<file path="src/rtl/addsub_pkg.sv">
// Shared types for the digit-serial add/subtract unit.
// Holds the FSM state encoding and the operation codes.
package addsub_pkg;

  typedef enum logic [1:0] {
    S_IDLE = 2'd0,
    S_RUN  = 2'd1,
    S_DONE = 2'd2
  } state_e;

  localparam logic OP_ADD = 1'b0;
  localparam logic OP_SUB = 1'b1;

endpackage

</file>
<file path="src/rtl/full_adder_array.sv">
// Combinational ADDER_WIDTH-bit ripple slice.
// Ports: a, b, cin in; sum, cout, cmsb (carry into the top bit) out.
module full_adder_array #(
  parameter int ADDER_WIDTH = 8
) (
  input  logic [ADDER_WIDTH-1:0] a,
  input  logic [ADDER_WIDTH-1:0] b,
  input  logic                   cin,
  output logic [ADDER_WIDTH-1:0] sum,
  output logic                   cout,
  output logic                   cmsb
);

  always_comb begin
    {cout, sum} = {1'b0, a} + {1'b0, b}
                + {{ADDER_WIDTH{1'b0}}, cin};
    // Carry into the top bit recovered from its sum bit.
    cmsb = sum[ADDER_WIDTH-1]
         ^ a[ADDER_WIDTH-1]
         ^ b[ADDER_WIDTH-1];
  end

endmodule

</file>
<file path="src/rtl/digit_serial_addsub.sv">
// Digit-serial WIDTH-bit adder/subtractor, CHUNK bits per cycle.
// Ports: clk, rst (sync, high); in_* valid/ready operand side; out_* valid/ready result side.
module digit_serial_addsub
  import addsub_pkg::*;
#(
  parameter int WIDTH = 32,
  parameter int CHUNK = 8
) (
  input  logic             clk,
  input  logic             rst,
  input  logic             in_valid,
  output logic             in_ready,
  input  logic [WIDTH-1:0] in_a,
  input  logic [WIDTH-1:0] in_b,
  input  logic             in_op,
  output logic             out_valid,
  input  logic             out_ready,
  output logic [WIDTH-1:0] out_result,
  output logic             out_cout,
  output logic             out_ovf,
  output logic             out_zero
);

  localparam int NCHUNK = WIDTH / CHUNK;
  localparam int CW =
    (NCHUNK > 1) ? $clog2(NCHUNK) : 1;

  if (WIDTH % CHUNK != 0) begin : g_chk
    $error("WIDTH must be a multiple of CHUNK");
  end

  state_e state_q, state_d;

  logic [WIDTH-1:0] a_q, a_d;
  logic [WIDTH-1:0] b_q, b_d;
  logic [WIDTH-1:0] res_q, res_d;
  logic [CW-1:0]    idx_q, idx_d;
  logic             carry_q, carry_d;
  logic             cout_q, cout_d;
  logic             ovf_q, ovf_d;

  logic [CHUNK-1:0] slice_sum;
  logic             slice_cout;
  logic             slice_cmsb;
  logic             accept;
  logic             last;
  logic             is_sub;

  assign accept = (state_q == S_IDLE) && in_valid;
  assign last   = (idx_q == CW'(NCHUNK - 1));
  assign is_sub = (in_op == OP_SUB);

  full_adder_array #(
    .ADDER_WIDTH(CHUNK)
  ) u_slice (
    .a   (a_q[CHUNK-1:0]),
    .b   (b_q[CHUNK-1:0]),
    .cin (carry_q),
    .sum (slice_sum),
    .cout(slice_cout),
    .cmsb(slice_cmsb)
  );

  // State register
  always_ff @(posedge clk) begin
    if (rst) state_q <= S_IDLE;
    else     state_q <= state_d;
  end

  // Next state
  always_comb begin
    state_d = state_q;
    unique case (state_q)
      S_IDLE: if (accept)    state_d = S_RUN;
      S_RUN:  if (last)      state_d = S_DONE;
      S_DONE: if (out_ready) state_d = S_IDLE;
      default:               state_d = S_IDLE;
    endcase
  end

  // Datapath next values
  always_comb begin
    a_d     = a_q;
    b_d     = b_q;
    res_d   = res_q;
    idx_d   = idx_q;
    carry_d = carry_q;
    cout_d  = cout_q;
    ovf_d   = ovf_q;
    if (accept) begin
      a_d     = in_a;
      b_d     = in_b ^ {WIDTH{is_sub}};
      carry_d = is_sub;
      res_d   = '0;
      idx_d   = '0;
      cout_d  = 1'b0;
      ovf_d   = 1'b0;
    end else if (state_q == S_RUN) begin
      a_d     = a_q >> CHUNK;
      b_d     = b_q >> CHUNK;
      // New slice enters at the top; after NCHUNK
      // shifts the first slice sits at bit 0.
      res_d   = (res_q >> CHUNK)
              | (WIDTH'(slice_sum) << (WIDTH - CHUNK));
      carry_d = slice_cout;
      idx_d   = idx_q + CW'(1);
      if (last) begin
        cout_d = slice_cout;
        ovf_d  = slice_cout ^ slice_cmsb;
      end
    end
  end

  always_ff @(posedge clk) begin
    if (rst) begin
      a_q     <= '0;
      b_q     <= '0;
      res_q   <= '0;
      idx_q   <= '0;
      carry_q <= 1'b0;
      cout_q  <= 1'b0;
      ovf_q   <= 1'b0;
    end else begin
      a_q     <= a_d;
      b_q     <= b_d;
      res_q   <= res_d;
      idx_q   <= idx_d;
      carry_q <= carry_d;
      cout_q  <= cout_d;
      ovf_q   <= ovf_d;
    end
  end

  // Outputs: results gated to zero outside DONE
  always_comb begin
    in_ready   = (state_q == S_IDLE);
    out_valid  = (state_q == S_DONE);
    out_result = out_valid ? res_q : '0;
    out_cout   = out_valid & cout_q;
    out_ovf    = out_valid & ovf_q;
    out_zero   = out_valid & (res_q == '0);
  end

endmodule

</file>
<file path="config.mk">
export PLATFORM = sky130hd
export DESIGN_NAME = digit_serial_addsub
export DESIGN_NICKNAME = d
export VERILOG_FILES = /design/src/rtl/addsub_pkg.sv /design/src/rtl/full_adder_array.sv /design/src/rtl/digit_serial_addsub.sv
export SDC_FILE = /design/constraint.sdc
export NUM_CORES = 1
export LEC_CHECK = 0
export CORE_MARGIN = 2
export CORE_UTILIZATION = 32
export DETAILED_ROUTE_END_ITERATION = 8
export GPL_TIMING_DRIVEN = 0
export SLEW_MARGIN = 20
export SYNTH_ARGS = -nofsm -noshare
export SYNTH_HDL_FRONTEND = slang
export SYNTH_SLANG_ARGS = --single-unit
</file>
<file path="constraint.sdc">
create_clock -name clk -period 2.3 [get_ports clk]
set_clock_uncertainty 0.15 [all_clocks]
set_input_delay 0.46 -clock clk [delete_from_list [all_inputs] [get_ports clk]]
set_output_delay 0.46 -clock clk [all_outputs]
set_load 0.03 [all_outputs]
</file>
# Word-level counts from Yosys, hierarchy flattened
# Index checks and enable logic that the tools add are counted.
# W data, S select, Z words.
# word_totals
ram_bits	0
ff_bits	103
latchBits	0
mem_bits_ro	0
output_inout_bits	37
mem_count	0
# classes
mul	0
eq_ne	6
order_cmp	0
n_mux	11
n_bitwise	8
div	0
n_addsub	3
n_shift	0
reduce_logical	7
# ops
operator	count
$mux W32	5
$logic_not A32 Y1	1
$or A24 B32 Y32	1
$xor A32 B32 Y32	1
$add A8 B8 Y9	1
$add A9 B1 Y9	1
$mux W2	3
$pmux W2 S3	1
$eq A2 B2 Y1 const B	2
$ne A2 B1 Y1 const B	2
$and A1 B1 Y1	3
$reduce_and A3 Y1	1
$xor A1 B1 Y1	3
$add A2 B1 Y2 const B	1
$eq A2 B1 Y1 const B	1
$logic_not A2 Y1	1
$mux W1	2
$ne A2 B2 Y1 const B	1
$reduce_and A2 Y1	1
$reduce_bool A2 Y1	1
$reduce_or A2 Y1	1
$logic_and A1 B1 Y1	1

# Longest topological paths before layout
# Gate-level depths: netlist of run 1.
# depth
ltp_word	5
depth_mapped	8
mapped_depth_nobuf	8

# Modules after synthesis
# Synthesis of run 1 repeated with hierarchy kept, for this count alone.
# hier_totals
hier_cells	607
area_unflattened_um2	4916.0
# by_module_without_submodules
mod	cells_per_inst	area_per_inst_um2	instances	seq_area_each_um2
digit_serial_addsub	564	4539.4	1	2062.0
full_adder_array	43	376.6	1	0.0

# Worst setup path after synthesis of run 1
# No wires, ideal clock.
# synth_timing
kind	reg2reg
from	reg a_q[0]
to	reg ovf_q
path_slack_ns	0.033
stages_incl_launch_ff	9
t_arrival_ns	2.043
t_required_ns	2.076
cell_sequence	dfxtp_1 > fa_1 > inv_1 > fa_1 > nand2b_1 > a211o_1 > and3_1 > or3_1 > a31oi_1
# synth_between
elab_chain_cells	5
# synth_rtl
element	line	source
start: declaration	digit_serial_addsub.sv:34	logic [WIDTH-1:0] a_q, a_d;
start signal: assignment	digit_serial_addsub.sv:116	a_q <= '0;
start signal: assignment	digit_serial_addsub.sv:124	a_q <= a_d;
$add A8 B8 Y9 *	full_adder_array.sv:15	{cout, sum} = {1'b0, a} + {1'b0, b}
$add A9 B1 Y9 *	full_adder_array.sv:16	+ {{ADDER_WIDTH{1'b0}}, cin};
$xor A1 B1 Y1	full_adder_array.sv:19	^ a[ADDER_WIDTH-1]
$xor A1 B1 Y1	full_adder_array.sv:20	^ b[ADDER_WIDTH-1];
$xor A1 B1 Y1 *	digit_serial_addsub.sv:109	ovf_d = slice_cout ^ slice_cmsb;
end signal: assignment	digit_serial_addsub.sv:130	ovf_q <= ovf_d;
end: declaration	digit_serial_addsub.sv:40	logic ovf_q, ovf_d;
# Mark *: on every way between the ends. The rest lies on a longest branch, timed or not.
# A chain may end at the register's enable or synchronous reset.

# Final worst setup path of run 1
# Same ends and word-level chain as after synthesis.

==> results of run 1 <==
## layout make-up
type                    instances  area share, %
flip-flops and latches        103           32.9
well taps                     184           3.66
clock inverters                 5           1.02
multi-input cells             436           40.4
plain buffers                  49           3.62
clock buffers                  10           3.80
repair buffers                106           14.2
inverters                       7          0.418
## routing by layer
layer  global-route usage (%)  part of all wire, %
met1                     21.5                   47
met2                     27.1                   47
met3                     2.07                  5.0
met4                     5.56                  1.4
met5                        0                    0
## what timing repair did
action                     CTS  global route
setup endpoints to repair   38            33
hold buffers                 0             0
buffers inserted             2             1
resized for setup          112            74
pin swaps                    4             4
## flip-flops by register name, indices dropped and copies added (netlist names)
| register | flops |
|---|---|
| state_q | 2 |
| idx_q | 2 |
| b_q | 32 |
| res_q | 32 |
| cout_q | 1 |
| carry_q | 1 |
| a_q | 32 |
| ovf_q | 1 |
## power breakdown
part	internal, mW	switching [mW]	leakage, nW
Combinational	0.319	0.379	1.41
Sequential	1.88	0.0678	0.842
Clock	0.879	0.676	0.146
Total	3.08	1.12	2.40
## worst max-delay path: stages, from the launching register on
cell and delay (ns):
dfxtp_4 0.36, fa_2 0.42, buf_4 0.16, a211oi_4 0.28, o2111ai_1 0.16, a221oi_2 0.36
o21ai_0 0.14, a31oi_1 0.18
## synthesized netlist by cell type (2+ instances only)
library cell / instances / share of area, %
nand2_1: 103 / 8.1
nor4_1: 8 / 1.0
a21oi_1: 79 / 8.3
nand4_1: 3 / 0.39
nor2_2: 2 / 0.26
xor2_1: 10 / 1.8
nor2b_1: 3 / 0.39
inv_1: 7 / 0.55
xnor2_1: 26 / 4.8
nand3_1: 20 / 2.1
fa_1: 2 / 0.84
dfxtp_1: 103 / 43
a211oi_1: 3 / 0.47
a22oi_1: 25 / 3.9
nor2_1: 57 / 4.5
clkbuf_1: 29 / 2.3
o21ai_0: 6 / 0.63
a221oi_1: 25 / 4.6
buf_4: 2 / 0.31
and3_1: 2 / 0.26
buf_2: 16 / 1.7
and2_1: 36 / 4.7
or3_1: 2 / 0.26
nand2b_1: 5 / 0.65
ha_1: 8 / 2.1
## how the worst max path moves through the flow
stage | start | cells past startpoint | to
floorplan | a_q[0] | 8 | ovf_q
CTS | a_q[0] | 8 | ovf_q
global placement | state_q[1] | 5 | out_result[24]
detailed placement | state_q[1] | 5 | out_result[24]
global route | a_q[0] | 8 | ovf_q
finish | a_q[0] | 7 | ovf_q
## cell usage in the layout (no fill, tap or decap), drive strengths merged, types with 2 or more instances in the layout
cell type | synthesis | final
a211oi | 4 | 4
a21oi | 79 | 79
a221oi | 25 | 25
a22oi | 25 | 25
and2 | 36 | 36
and3 | 2 | 2
buf | 19 | 52
clkbuf | 30 | 41
clkdlybuf4s50 | 0 | 67
dfxtp | 103 | 103
dlygate4sd2 | 0 | 5
fa | 2 | 2
ha | 8 | 8
inv | 7 | 10
nand2 | 103 | 103
nand2b | 5 | 5
nand3 | 20 | 20
nand4 | 3 | 3
nor2 | 59 | 59
nor2b | 3 | 3
nor4 | 8 | 8
o21ai | 6 | 6
or3 | 2 | 2
xnor2 | 26 | 26
xor2 | 10 | 10
## cell families (layout without fill, tap and decap cells)
kind of cell / Yosys count / in the layout / share of synthesized area, %
adder cells (fa/ha/maj): 10 / 10 / 2.93
AO/OA/AOI/OAI: 147 / 147 / 19.5
flip-flops: 103 / 103 / 43.1
buffers and inverters: 56 / 177 / 4.99
XOR/XNOR: 36 / 36 / 6.58
AND/OR/NAND/NOR: 243 / 243 / 22.9
## through the flow
stage,setup slack [ns],setup TNS (ns)
floorplan,0.0327,0
global placement,-0.230,-6.58
detailed placement,-0.298,-7.92
CTS,0.00680,0
global route,-0.00102,-0.00102
finish,0.0279,0
==> results.json, run 1 <==
{
  "grt_pass1_wl_microns": 21100,
  "drt_first_pass_iters": 5,
  "reg2reg_depth": 7,
  "cp-start-kind": "flop",
  "ys_ff_latch": 103,
  "ys_seq_area_share_pct": 43.1,
  "critPathMaxFanout": 3,
  "setup_viol": 0,
  "tritoncts": "done",
  "synth-edff-count": 0,
  "hold_class": "reg -> reg",
  "worstMarginPinSlew_ns": 0.600,
  "mappedNetlistArea_sq_um": 4790,
  "cts_buffers": 9,
  "max_freq_mhz": 440,
  "utilization_pct": 43.1,
  "port_buffers": 103,
  "clockBufferDepth": 2,
  "leakage_nw": 2.40,
  "fin_cells": 900,
  "finalNetCount": 791,
  "wl_microns": 12900,
  "synth_cells": 595,
  "gp_congestion": 0.858,
  "area_growth_pct": 31.3,
  "dp.cells": 882,
  "clk_pin_slew_worst_paths_ns": 0.07,
  "antenna_found_initial": 0,
  "ant_nets": 0,
  "nFillCells": 1516,
  "die_w_microns": 126,
  "core_sq_um": 14600,
  "holdWs_ns": 0.306,
  "seq_area_sq_um": 2070,
  "dpl_cell_area_sq_um": 6050,
  "gr-total-overflow": 0,
  "yosys_warnings": 0,
  "hold_end": "a_q[14]",
  "syn_area_per_cell_sq_um": 8.05,
  "multi_input_area_sq_um": 2540,
  "die_y_microns": 126,
  "n_antenna_cell": 0,
  "period_share_pct": 98.8,
  "synth-main-ff-cell": "dfxtp_1",
  "initial_core_util_pct": 32.8,
  "clock_latency_ns": 0.34,
  "hpwl_microns": 9960,
  "min-delay-start": "a_q[14]",
  "r2r-end": "ovf_q",
  "crit_required_ns": 2.42,
  "wl_per_cell_microns": 14.4,
  "avgViaCountPerCell": 5.02,
  "dieArea_sq_um": 16000,
  "syn-num-nets": 674,
  "outcome": "finished clean",
  "grt_usage_pct": 16.1,
  "design_area_sq_um": 6290,
  "timing.rr.start": "a_q[0]",
  "grt_max_degree": 18,
  "async_flop_share_pct": 0,
  "ioPinCount": 106,
  "total_power_mw": 4.20,
  "max-cap-violations": 0,
  "vias": 4516,
  "drive_gt1_share_pct": 12.3,
  "regToRegSetupSlack_ns": 0.03,
  "grt_pass1_vias": 4254,
  "setup.worst_path.class": "reg -> reg",
  "cts-root-buf": "clkbuf_16",
  "ys_types": 38,
  "holdPathStages": 2,
  "num_rows": 44,
  "slew_viol_final": 0,
  "fin_crit_ns": 2.27,
  "maxSlewHeadroom_pct": 60.0,
  "cts.sinks": 103,
  "powerDensity_nw_per_um2": 668,
  "rsz0062_at_grt": "yes",
  "htree_levels": 3,
  "endpoint_kind": "flop",
  "drt-initial-drc-count": 320,
  "ir_worst_vdd_mv": 0.498,
  "cp.arrival_ns": 2.39,
  "finalHoldViolCount": 0,
  "drc": 0
}
No activity file was read; power rests on OpenSTA's default activity.
==> run 2, diff against run 1 <==
--- a/config.mk
+++ b/config.mk
@@ -6,4 +6,5 @@
 export NUM_CORES = 1
 export LEC_CHECK = 0
+export CORE_ASPECT_RATIO = 0.6
 export CORE_MARGIN = 2
 export CORE_UTILIZATION = 32
==> constraint.sdc (replaced) <==
create_clock -name clk -period 2.3 [get_ports clk]
set_clock_uncertainty 0.15 [all_clocks]
set_input_delay 0.345 -clock clk [delete_from_list [all_inputs] [get_ports clk]]
set_output_delay 0.345 -clock clk [all_outputs]
set_load 0.03 [all_outputs]
==> run 2 against run 1 <==
Net effect: the flow now finishes with violations (negative setup slack); global-route usage rose by 2.5 points; first-iteration DRC count fell by 29%; clock power fell by 8%; setup slack got worse by 0.030 ns; non-clock buffer count fell by 2; routed wire length rose by 12%.
==> results.json, run 2 (synthesis results as in run 1) <==
{
  "gr-total-overflow": 0,
  "vias": 4698,
  "n_antenna_cell": 0,
  "setup_tns_ns": -0.00189,
  "dp.cells": 896,
  "final_cell_mix": "103 x nand2_1, 100 x dfxtp_1, 78 x a21oi_1",
  "highest-signal-layer": "met4",
  "layout_commonest_cell": "nand2_1",
  "initial_core_util_pct": 32.9,
  "setup.worst_path.class": "reg -> reg",
  "setup_viol": 1,
  "wl_met3_microns": 988,
  "area_growth_pct": 34.7,
  "tritoncts": "done",
  "powerDensity_nw_per_um2": 634,
  "finalHoldViolCount": 0,
  "reg_top3": "a_q (32), b_q (32), res_q (32)",
  "ctsHoldBuffers": 0,
  "fin_cells": 913,
  "max-cap-violations": 0,
  "die_y_microns": 98.8,
  "drt_first_pass_iters": 5,
  "port_buffers": 103,
  "endpoint_kind": "flop",
  "maxSlewHeadroom_pct": 57.7,
  "critPathMaxFanout": 4,
  "grt_pass1_wl_microns": 23400,
  "drt-initial-drc-count": 227,
  "hpwl_microns": 11400,
  "period_share_pct": 100,
  "dieArea_sq_um": 16000,
  "crit_required_ns": 2.43,
  "hold_class": "reg -> reg",
  "wl_microns": 14500,
  "route.met2.wl_microns": 5830,
  "clock_latency_ns": 0.35,
  "cts-root-buf": "clkbuf_16",
  "clk_pin_slew_worst_paths_ns": 0.07,
  "violations": "negative setup slack",
  "ioPinCount": 106,
  "grt_pass1_vias": 4574,
  "wl_per_cell_microns": 15.9,
  "grt_usage_pct": 18.7,
  "slew_viol_final": 0,
  "regToRegSetupSlack_ns": -0.002,
  "finalNetCount": 789,
  "cts.sinks": 103,
  "ir_worst_vdd_mv": 0.354,
  "rsz0062_at_grt": "yes",
  "num_rows": 34,
  "timing.final.ws_setup_ns": -0.00189,
  "worstMarginPinSlew_ns": 0.635,
  "core_sq_um": 14500,
  "cts_buffers": 9,
  "leakage_nw": 2.32,
  "die_w_microns": 162,
  "cp-start-kind": "flop",
  "drive_gt1_share_pct": 11.9,
  "clockBufferDepth": 2,
  "wl_met1_microns": 7570,
  "drc": 0,
  "antenna_found_initial": 0,
  "pre_cts_ws_ns": -0.265,
  "ant_nets": 0,
  "grt_max_degree": 18,
  "fin_crit_ns": 2.30,
  "outcome": "finished with violations",
  "htree_levels": 3,
  "cp.arrival_ns": 2.43,
  "max_freq_mhz": 434,
  "gp_congestion": 0.910,
  "avgViaCountPerCell": 5.15
}
run 2: changes by cell type in the layout (fill, tap and decap cells not counted), sizes merged:
| cell | before | now |
|---|---|---|
| inv | 10 | 8 |
| clkdlybuf4s15 | 0 | 28 |
| clkdlybuf4s18 | 0 | 1 |
| bufinv | 1 | 0 |
| clkinvlp | 1 | 3 |
| clkbuf | 41 | 40 |
| buf | 52 | 21 |
| dlygate4sd2 | 5 | 6 |
| clkinv | 0 | 2 |
run 2: repair_timing:
item | CTS | global route
gates resized for setup | 116 | 14
pin swaps | 5 | 0
endpoints found under the setup margin | 39 | 34
buffers inserted | 1 | 0
run 2: report_power, final:
part           switching [mW]  internal [mW]
logic                   0.399          0.315
clock network           0.688          0.738
registers              0.0731           1.88
total                    1.16           2.93
run 2: per-layer routing:
metal / up-vias / track usage, %
li1: 2277 / -
met1: 2261 / 27.6
met3: 11 / 5.01
met2: 149 / 26.8
met5: - / 0
met4: 0 / 4.77
run 2: worst max-delay path, stage by stage, from the launching register on:
cell	delay, ns
dfxtp_4	0.37
fa_2	0.24
inv_2	0.04
fa_2	0.34
nand2b_4	0.17
a211o_1	0.33
and3_1	0.16
or3_1	0.30
a31oi_1	0.13
run 2: final cells by class:
class,count,area (sq um)
Buffer,49,228
Clock buffer,10,229
Clock inverter,6,45.0
Fill cell,1453,8100
Inverter,7,26.3
Multi-Input combinational cell,436,2540
Sequential cell,103,2070
Tap cell,198,248
Timing Repair Buffer,104,1060
run 2: final timing paths:
path           start       to  depth (start not counted)
min reg2reg  a_q[15]  a_q[15]                          2
max          carry_q    ovf_q                          8
min          a_q[15]  a_q[15]                          2
max reg2reg  carry_q    ovf_q                          8
run 2: metrics by stage:
stage	area (sq um)	util [%]	hold WS [ns]	power, mW
4_1_cts	6430	44.2	0.311	4.10
3_5_place_dp	6070	41.7	0.301	2.68
6_report	6450	44.3	0.309	4.09
3_3_place_gp	6070	41.7	0.297	2.66
2_1_floorplan	4790	-	0.287	2.39
5_1_grt	6450	44.3	0.337	4.27
==> run 3, diff against run 2 <==
- CTS_BUF_LIST: unset -> sky130_fd_sc_hd__clkbuf_16
==> run 3 against run 2 <==
Net effect: the flow still finishes with violations (negative setup slack); combinational power hardly changed; sequential power hardly changed; global-route usage stayed put; non-clock buffer count stayed put; fmax stayed put; highest routed layer unchanged.
==> results.json, run 3 (synthesis results as in run 1) <==
{
  "cts.sinks": 103,
  "cts-root-buf": "clkbuf_16",
  "crit_slowest_cell": "dfxtp_4",
  "timing.rr.start": "carry_q",
  "crit_required_ns": 2.43,
  "grtUsageMet3_pct": 5.01,
  "ioPinCount": 106,
  "max-cap-violations": 0,
  "utilization_pct": 44.3,
  "antenna_found_initial": 0,
  "dp.cells": 896,
  "fin_crit_ns": 2.30,
  "dpl_cell_area_sq_um": 6070,
  "wl_microns": 14500,
  "grt_pass1_wl_microns": 23400,
  "hold_class": "reg -> reg",
  "holdWs_ns": 0.309,
  "seq_area_sq_um": 2070,
  "setup.worst_path.class": "reg -> reg",
  "gr-total-overflow": 0,
  "setup_viol": 1,
  "tritoncts": "done",
  "holdPathStages": 2,
  "total_power_mw": 4.09,
  "clockBufferDepth": 2,
  "ctsHoldBuffers": 0,
  "period_share_pct": 100,
  "crit_chain": "fa_2 > inv_2 > fa_2 > nand2b_4 > a211o_1 > and3_1 > or3_1 > a31oi_1",
  "final_cell_mix": "103 x nand2_1, 100 x dfxtp_1, 78 x a21oi_1",
  "use_met2_pct": 26.8,
  "r2r-end": "ovf_q",
  "die_y_microns": 98.8,
  "rsz0062_at_grt": "yes",
  "drt-initial-drc-count": 230,
  "fin_cells": 913,
  "grt.met1_usage_pct": 27.6,
  "cp_num_buf_inv": 1,
  "cp.arrival_ns": 2.43,
  "slew_viol_final": 0,
  "min-delay-start": "a_q[15]",
  "htree_levels": 3,
  "design_area_sq_um": 6450,
  "powerDensity_nw_per_um2": 634,
  "reg2reg_depth": 8,
  "outcome": "finished with violations",
  "ant_nets": 0,
  "multi_input_area_sq_um": 2540,
  "top_usage_layer": "met1",
  "vias": 4703,
  "area_growth_pct": 34.7,
  "violations": "negative setup slack",
  "drt_first_pass_iters": 4,
  "drc": 0,
  "core_sq_um": 14500,
  "nFillCells": 1453,
  "endpoint_kind": "flop",
  "hold_end": "a_q[15]",
  "regToRegSetupSlack_ns": -0.002,
  "critPathMaxFanout": 4,
  "gp_congestion": 0.910,
  "cp-start-kind": "flop",
  "die_w_microns": 162,
  "grt_usage_pct": 18.7,
  "layout_commonest_cell": "nand2_1",
  "dieArea_sq_um": 16000,
  "timing.final.ws_setup_ns": -0.00190,
  "leakage_nw": 2.32,
  "worstMarginPinSlew_ns": 0.635,
  "max_stage_delay_ns": 0.37,
  "cpMostUsedCell": "fa_2",
  "num_rows": 34,
  "maxSlewHeadroom_pct": 57.7,
  "ir_worst_vdd_mv": 0.354,
  "grt_max_degree": 18,
  "grt_pass1_vias": 4574,
  "hpwl_microns": 11400,
  "setup_tns_ns": -0.00190,
  "cts_buffers": 9,
  "finalNetCount": 789,
  "drive_gt1_share_pct": 11.9,
  "initial_core_util_pct": 32.9,
  "port_buffers": 103,
  "pre_cts_ws_ns": -0.265,
  "reg_top3": "a_q (32), b_q (32), res_q (32)",
  "critPathTopFamily": "simple AND/OR/NAND/NOR gates",
  "avgViaCountPerCell": 5.15,
  "n_antenna_cell": 0,
  "clk_pin_slew_worst_paths_ns": 0.07,
  "max_freq_mhz": 434,
  "wl_per_cell_microns": 15.9,
  "finalHoldViolCount": 0,
  "clock_latency_ns": 0.35
}
[run 3: power breakdown]
part           total [mW]  leakage (nW)  internal (mW)  switching (mW)
clock network        1.42         0.129          0.734           0.688
logic               0.714          1.35          0.315           0.399
registers            1.95         0.843           1.88          0.0733
[run 3: final cells by class]
type                    instances  area share [%]
repair buffers                104            16.5
clock buffers                   9            3.49
multi-input cells             436            39.4
clock inverters                 7           0.757
well taps                     198            3.84
plain buffers                  49            3.53
flip-flops and latches        103            32.1
inverters                       7           0.407
[run 3: repair_timing]
item,4_1_cts,5_1_grt
buffers inserted,1,0
endpoints found under the setup margin,39,34
resized for setup,116,14
pin swaps,5,0
[run 3: worst max-delay path by stage]
stage                 to    start  cells past startpoint
3_3_place_gp   res_q[30]   a_q[0]                      8
6_report           ovf_q  carry_q                      8
4_1_cts            ovf_q   a_q[0]                      8
2_1_floorplan      ovf_q   a_q[0]                      8
5_1_grt            ovf_q  carry_q                      8
3_5_place_dp   res_q[30]   a_q[0]                      8
[run 3: tightest hold or removal path, stage by stage (launching register included)]
cell and delay (ns):
dfxtp_1 0.31, nand2_1 0.05, a21oi_1 0.05
[run 3: metal layers]
layer | vias to the layer above | wire length (microns)
li1 | 2277 | -
met4 | 0 | 145
met1 | 2262 | 7540
met3 | 11 | 1020
met5 | - | 0
met2 | 153 | 5840
==> RTL change 1, RTL diff (flow settings as in run 1) <==
`CHUNK`: 8 -> 16.
--- a/src/rtl/digit_serial_addsub.sv
+++ b/src/rtl/digit_serial_addsub.sv
@@ -4,7 +4,7 @@
   import addsub_pkg::*;
 #(
   parameter int WIDTH = 32,
-  parameter int CHUNK = 8
+  parameter int CHUNK = 16
 ) (
   input  logic             clk,
   input  logic             rst,
Behaviour: not the same (a bounded check fails within 4 cycles, from zero or initial values and one cycle with rst high).
==> RTL change 1 against run 1 <==
  * Non-clock buffer count is 1 higher
  * Worst hold slack better by 0.010 ns
  * Power is 2.8% higher
  * First-iteration DRC count is 17% lower
  * Sequential cell count is 1 lower
  * Setup slack worse by 0.52 ns
  * Combinational power is 15% higher
  * Routed wire length is 11% higher
  * Cell area is 4.9% higher
  * The flow now finishes with violations (setup timing)
  * Synthesized area is 5.2% higher
  * Cell count is 7.8% higher
==> RTL change 1: results (changes against run 1) <==
global_route:
  grt_util_met3_pct: 3.26  # +1.2 points
  use_met1_pct: 23.5  # +2.0 points
  grt_pass1_wl_um: 23500  # +11%
  grtUsageMet2_pct: 29.6  # +2.5 points
  grt_pass1_vias: 4663  # +9.6%
  grt_max_degree: 19  # +1
finish:
  drive_gt1_share_pct: 10.3  # -2.0 points
  clockNetworkAreaShare_pct: 4.67  # -0.15 points
  buf_share_pct: 16.7  # -1.1 points
  final_area_um2: 6590  # +4.9%
  area_growth_syn_to_layout_pct: 30.9
  regArea_um2: 2040  # -1.2%
  nFillCells: 1589  # +4.8%
  multi_input_cells: 481  # +10%
  fin_nets: 840  # +6.2%
worst_setup_path:
  crit_path_top_delay_cell: "or4b_1"
  cp_top_family: "simple AND/OR/NAND/NOR gates"
  slowest_delay_ns: 0.51  # +0.09 ns
  cp_data_arrival_time_ns: 2.93  # +0.54 ns
logic_synthesis:
  muxShareOfSynthArea_pct: 0.199  # +0.20 points
  synthAdderAreaFrac_pct: 4.52  # +1.6 points
  synth.area.top_cells: "dfxtp_1, a21oi_1, nand2_1"
  yosys-top-cells-count: "nand2_1, dfxtp_1, a21oi_1"
  synth-xor-area-share_pct: 8.00  # +1.4 points
  syn_avg_cell_area_um2: 7.92  # -1.6%
  ys_types: 43  # +13%
  synth_compound_gate_area_share_pct: 19.1  # -0.47 points
  synth_nets: 722  # +7.1%
  ys_seq_area_share_pct: 40.5  # -2.5 points
timing:
  fin_setup_tns_ns: -1.31  # -1.31 ns
  post-route-worst-setup-slack_ns: -0.492  # -0.520 ns
  setup_viol: 7  # +7
  slew_headroom_pct: 54.7  # -5.3 points
placement:
  dp_cells: 950  # +7.7%
  placed_cell_area_um2: 6340  # +4.7%
  hpwl_um: 11400  # +14%
  dpl_worst_slack_ns: -0.595  # -0.296 ns
outcome:
  violations: "setup timing"
  outcome: "finished with violations"
route:
  wl_met1_um: 6870  # +14%
  drt_iter0_drc: 265  # -17%
  routed-wl-met2_um: 6570  # +8.3%
  drt_pass1_iterations: 7  # +2
  wl_met3_um: 761  # +17%
pwr:
  p_leak_nw: 2.53  # +5.3%
[RTL change 1: cell types whose count changed after synthesis, sizes merged, moves of 4 or more]
cell,change
nand3,+18
buf,-10
a21o,+4
ha,+7
a21oi,+10
clkbuf,+10
a22oi,-8
a221oi,-9
nor2,-14
xor2,+10
nand2,+15
[RTL change 1: report_power, final]
part	total, mW	switching [mW]	internal (mW)
clock network	1.58	0.708	0.868
registers	1.94	0.0780	1.87
logic	0.801	0.455	0.346
total	4.32	1.24	3.08
[RTL change 1: path summary, 6_finish.rpt]
check                            start     end  slack [ns]  depth (start not counted)
worst min-delay path            a_q[7]  a_q[7]        0.32                          2
worst min register to register  a_q[7]  a_q[7]        0.32                          2
worst max-delay path            a_q[0]   ovf_q       -0.49                         10
worst max register to register  a_q[0]   ovf_q       -0.49                         10
[RTL change 1: timing repair]
item                       CTS  global route
gates resized for setup    163            27
setup endpoints to repair   45            41
hold buffers                 0             0
buffers inserted             3             1
pin swaps                    6             2
==> RTL change 2, RTL diff (flow settings as in run 1) <==
Made on the original files. Take the reset off `res_q` and load it in a clocked block of its own.
--- a/src/rtl/digit_serial_addsub.sv
+++ b/src/rtl/digit_serial_addsub.sv
@@ -115,7 +115,6 @@
     if (rst) begin
       a_q     <= '0;
       b_q     <= '0;
-      res_q   <= '0;
       idx_q   <= '0;
       carry_q <= 1'b0;
       cout_q  <= 1'b0;
@@ -123,12 +122,15 @@
     end else begin
       a_q     <= a_d;
       b_q     <= b_d;
-      res_q   <= res_d;
       idx_q   <= idx_d;
       carry_q <= carry_d;
       cout_q  <= cout_d;
       ovf_q   <= ovf_d;
     end
+  end
+
+  always_ff @(posedge clk) begin
+    res_q <= res_d;
   end
 
   // Outputs: results gated to zero outside DONE
Formal check against the unedited RTL: no difference found for any inputs over 10 cycles, from zero or initial values and one cycle with rst high; that may be too few to reach the edited logic, so the function may still have changed.
==> RTL change 2 against run 1 <==
  * Sequential cell count unchanged
  * Power up 2.7%
  * Setup slack better by 0.030 ns
  * Sequential share of layout area up 0.36 points
  * Routed wire length up 4.3%
  * Global-route usage up 0.49 points
  * Register-to-register slack better by 0.07 ns
  * Cell area down 1.3%
  * Synthesized area down 0.89%
  * Critical endpoint is now out_zero
  * Largest cell class unchanged
==> RTL change 2: results (changes against run 1) <==
placement:
  hpwl_um: 10500  # +5.0%
route:
  dr_total_vias: 4399  # -2.6%
  wl_um: 13500  # +4.3%
  routed-wl-met2_um: 6320  # +4.2%
  drt_pass1_iterations: 4  # -1
  wl_met3_um: 744  # +15%
global_route:
  grtUsageMet2_pct: 27.8  # +0.62 points
  grt_pass1_vias: 4194  # -1.4%
  use_met1_pct: 22.4  # +0.95 points
  grt_util_met3_pct: 2.89  # +0.82 points
pwr:
  peakVddDrop_v: 0.000369  # -26%
  powerSeq_mw: 2.05  # +5%
  p_leak_nw: 2.39  # -0.20%
  switching_share_pct: 28.0  # +1.2 points
worst_setup_path:
  slowest_delay_ns: 0.37  # -0.05 ns
  crit_cells: 4  # -3
  reg2reg_slack_ns: 0.10  # +0.07 ns
  cp_data_arrival_time_ns: 1.63  # -0.76 ns
  endpoint: "out_zero"
  crit_fanout: 4  # +1
  cp_top_family: "simple AND/OR/NAND/NOR gates"
  crit_path_top_delay_cell: "dfxtp_1"
logic_synthesis:
  synth_nets: 656  # -2.7%
  synth-xor-area-share_pct: 7.86  # +1.3 points
  ys_seq_area_share_pct: 43.4  # +0.39 points
  synth.area.top_cells: "dfxtp_1, nand2_1, xnor2_1"
  synthAdderAreaFrac_pct: 2.95  # +0.026 points
timing:
  slew_headroom_pct: 58.4  # -1.6 points
  holdWs_ns: 0.309  # +0.00330 ns
finish:
  drive_gt1_share_pct: 11.8  # -0.53 points
  nFillCells: 1496  # -1.3%
outcome:
  outcome: "finished clean"
worst_hold_path:
  hold_start: "a_q[20]"
clock_tree:
  cts_resized: 161  # +44%
-- RTL change 2: changes by cell type after synthesis, sizes merged, moves of 5 or more --
cell / delta
a21oi: -32
nand2: -7
clkbuf: -5
buf: +5
nor2: -6
o21ai: +28
-- RTL change 2: stage by stage --
stage / cells / total power [mW] / cell area, um^2 / setup WS (ns)
floorplan: 577 / 2.51 / 4750 / 0.176
global placement: 864 / 2.80 / 6010 / -0.218
detailed placement: 864 / 2.82 / 6010 / -0.270
CTS: 880 / 4.32 / 6210 / 0.000223
global route: 881 / 4.50 / 6210 / -0.00283
finish: 881 / 4.32 / 6210 / 0.0578
-- RTL change 2: area by class of cell --
type / count / area [um^2] / share of cell area, %
clock inverters: 4 / 36.3 / 0.585
repair buffers: 105 / 887 / 14.3
inverters: 4 / 15.0 / 0.242
well taps: 184 / 230 / 3.71
multi-input cells: 421 / 2490 / 40.2
flip-flops and latches: 103 / 2060 / 33.3
plain buffers: 48 / 214 / 3.45
clock buffers: 12 / 267 / 4.29
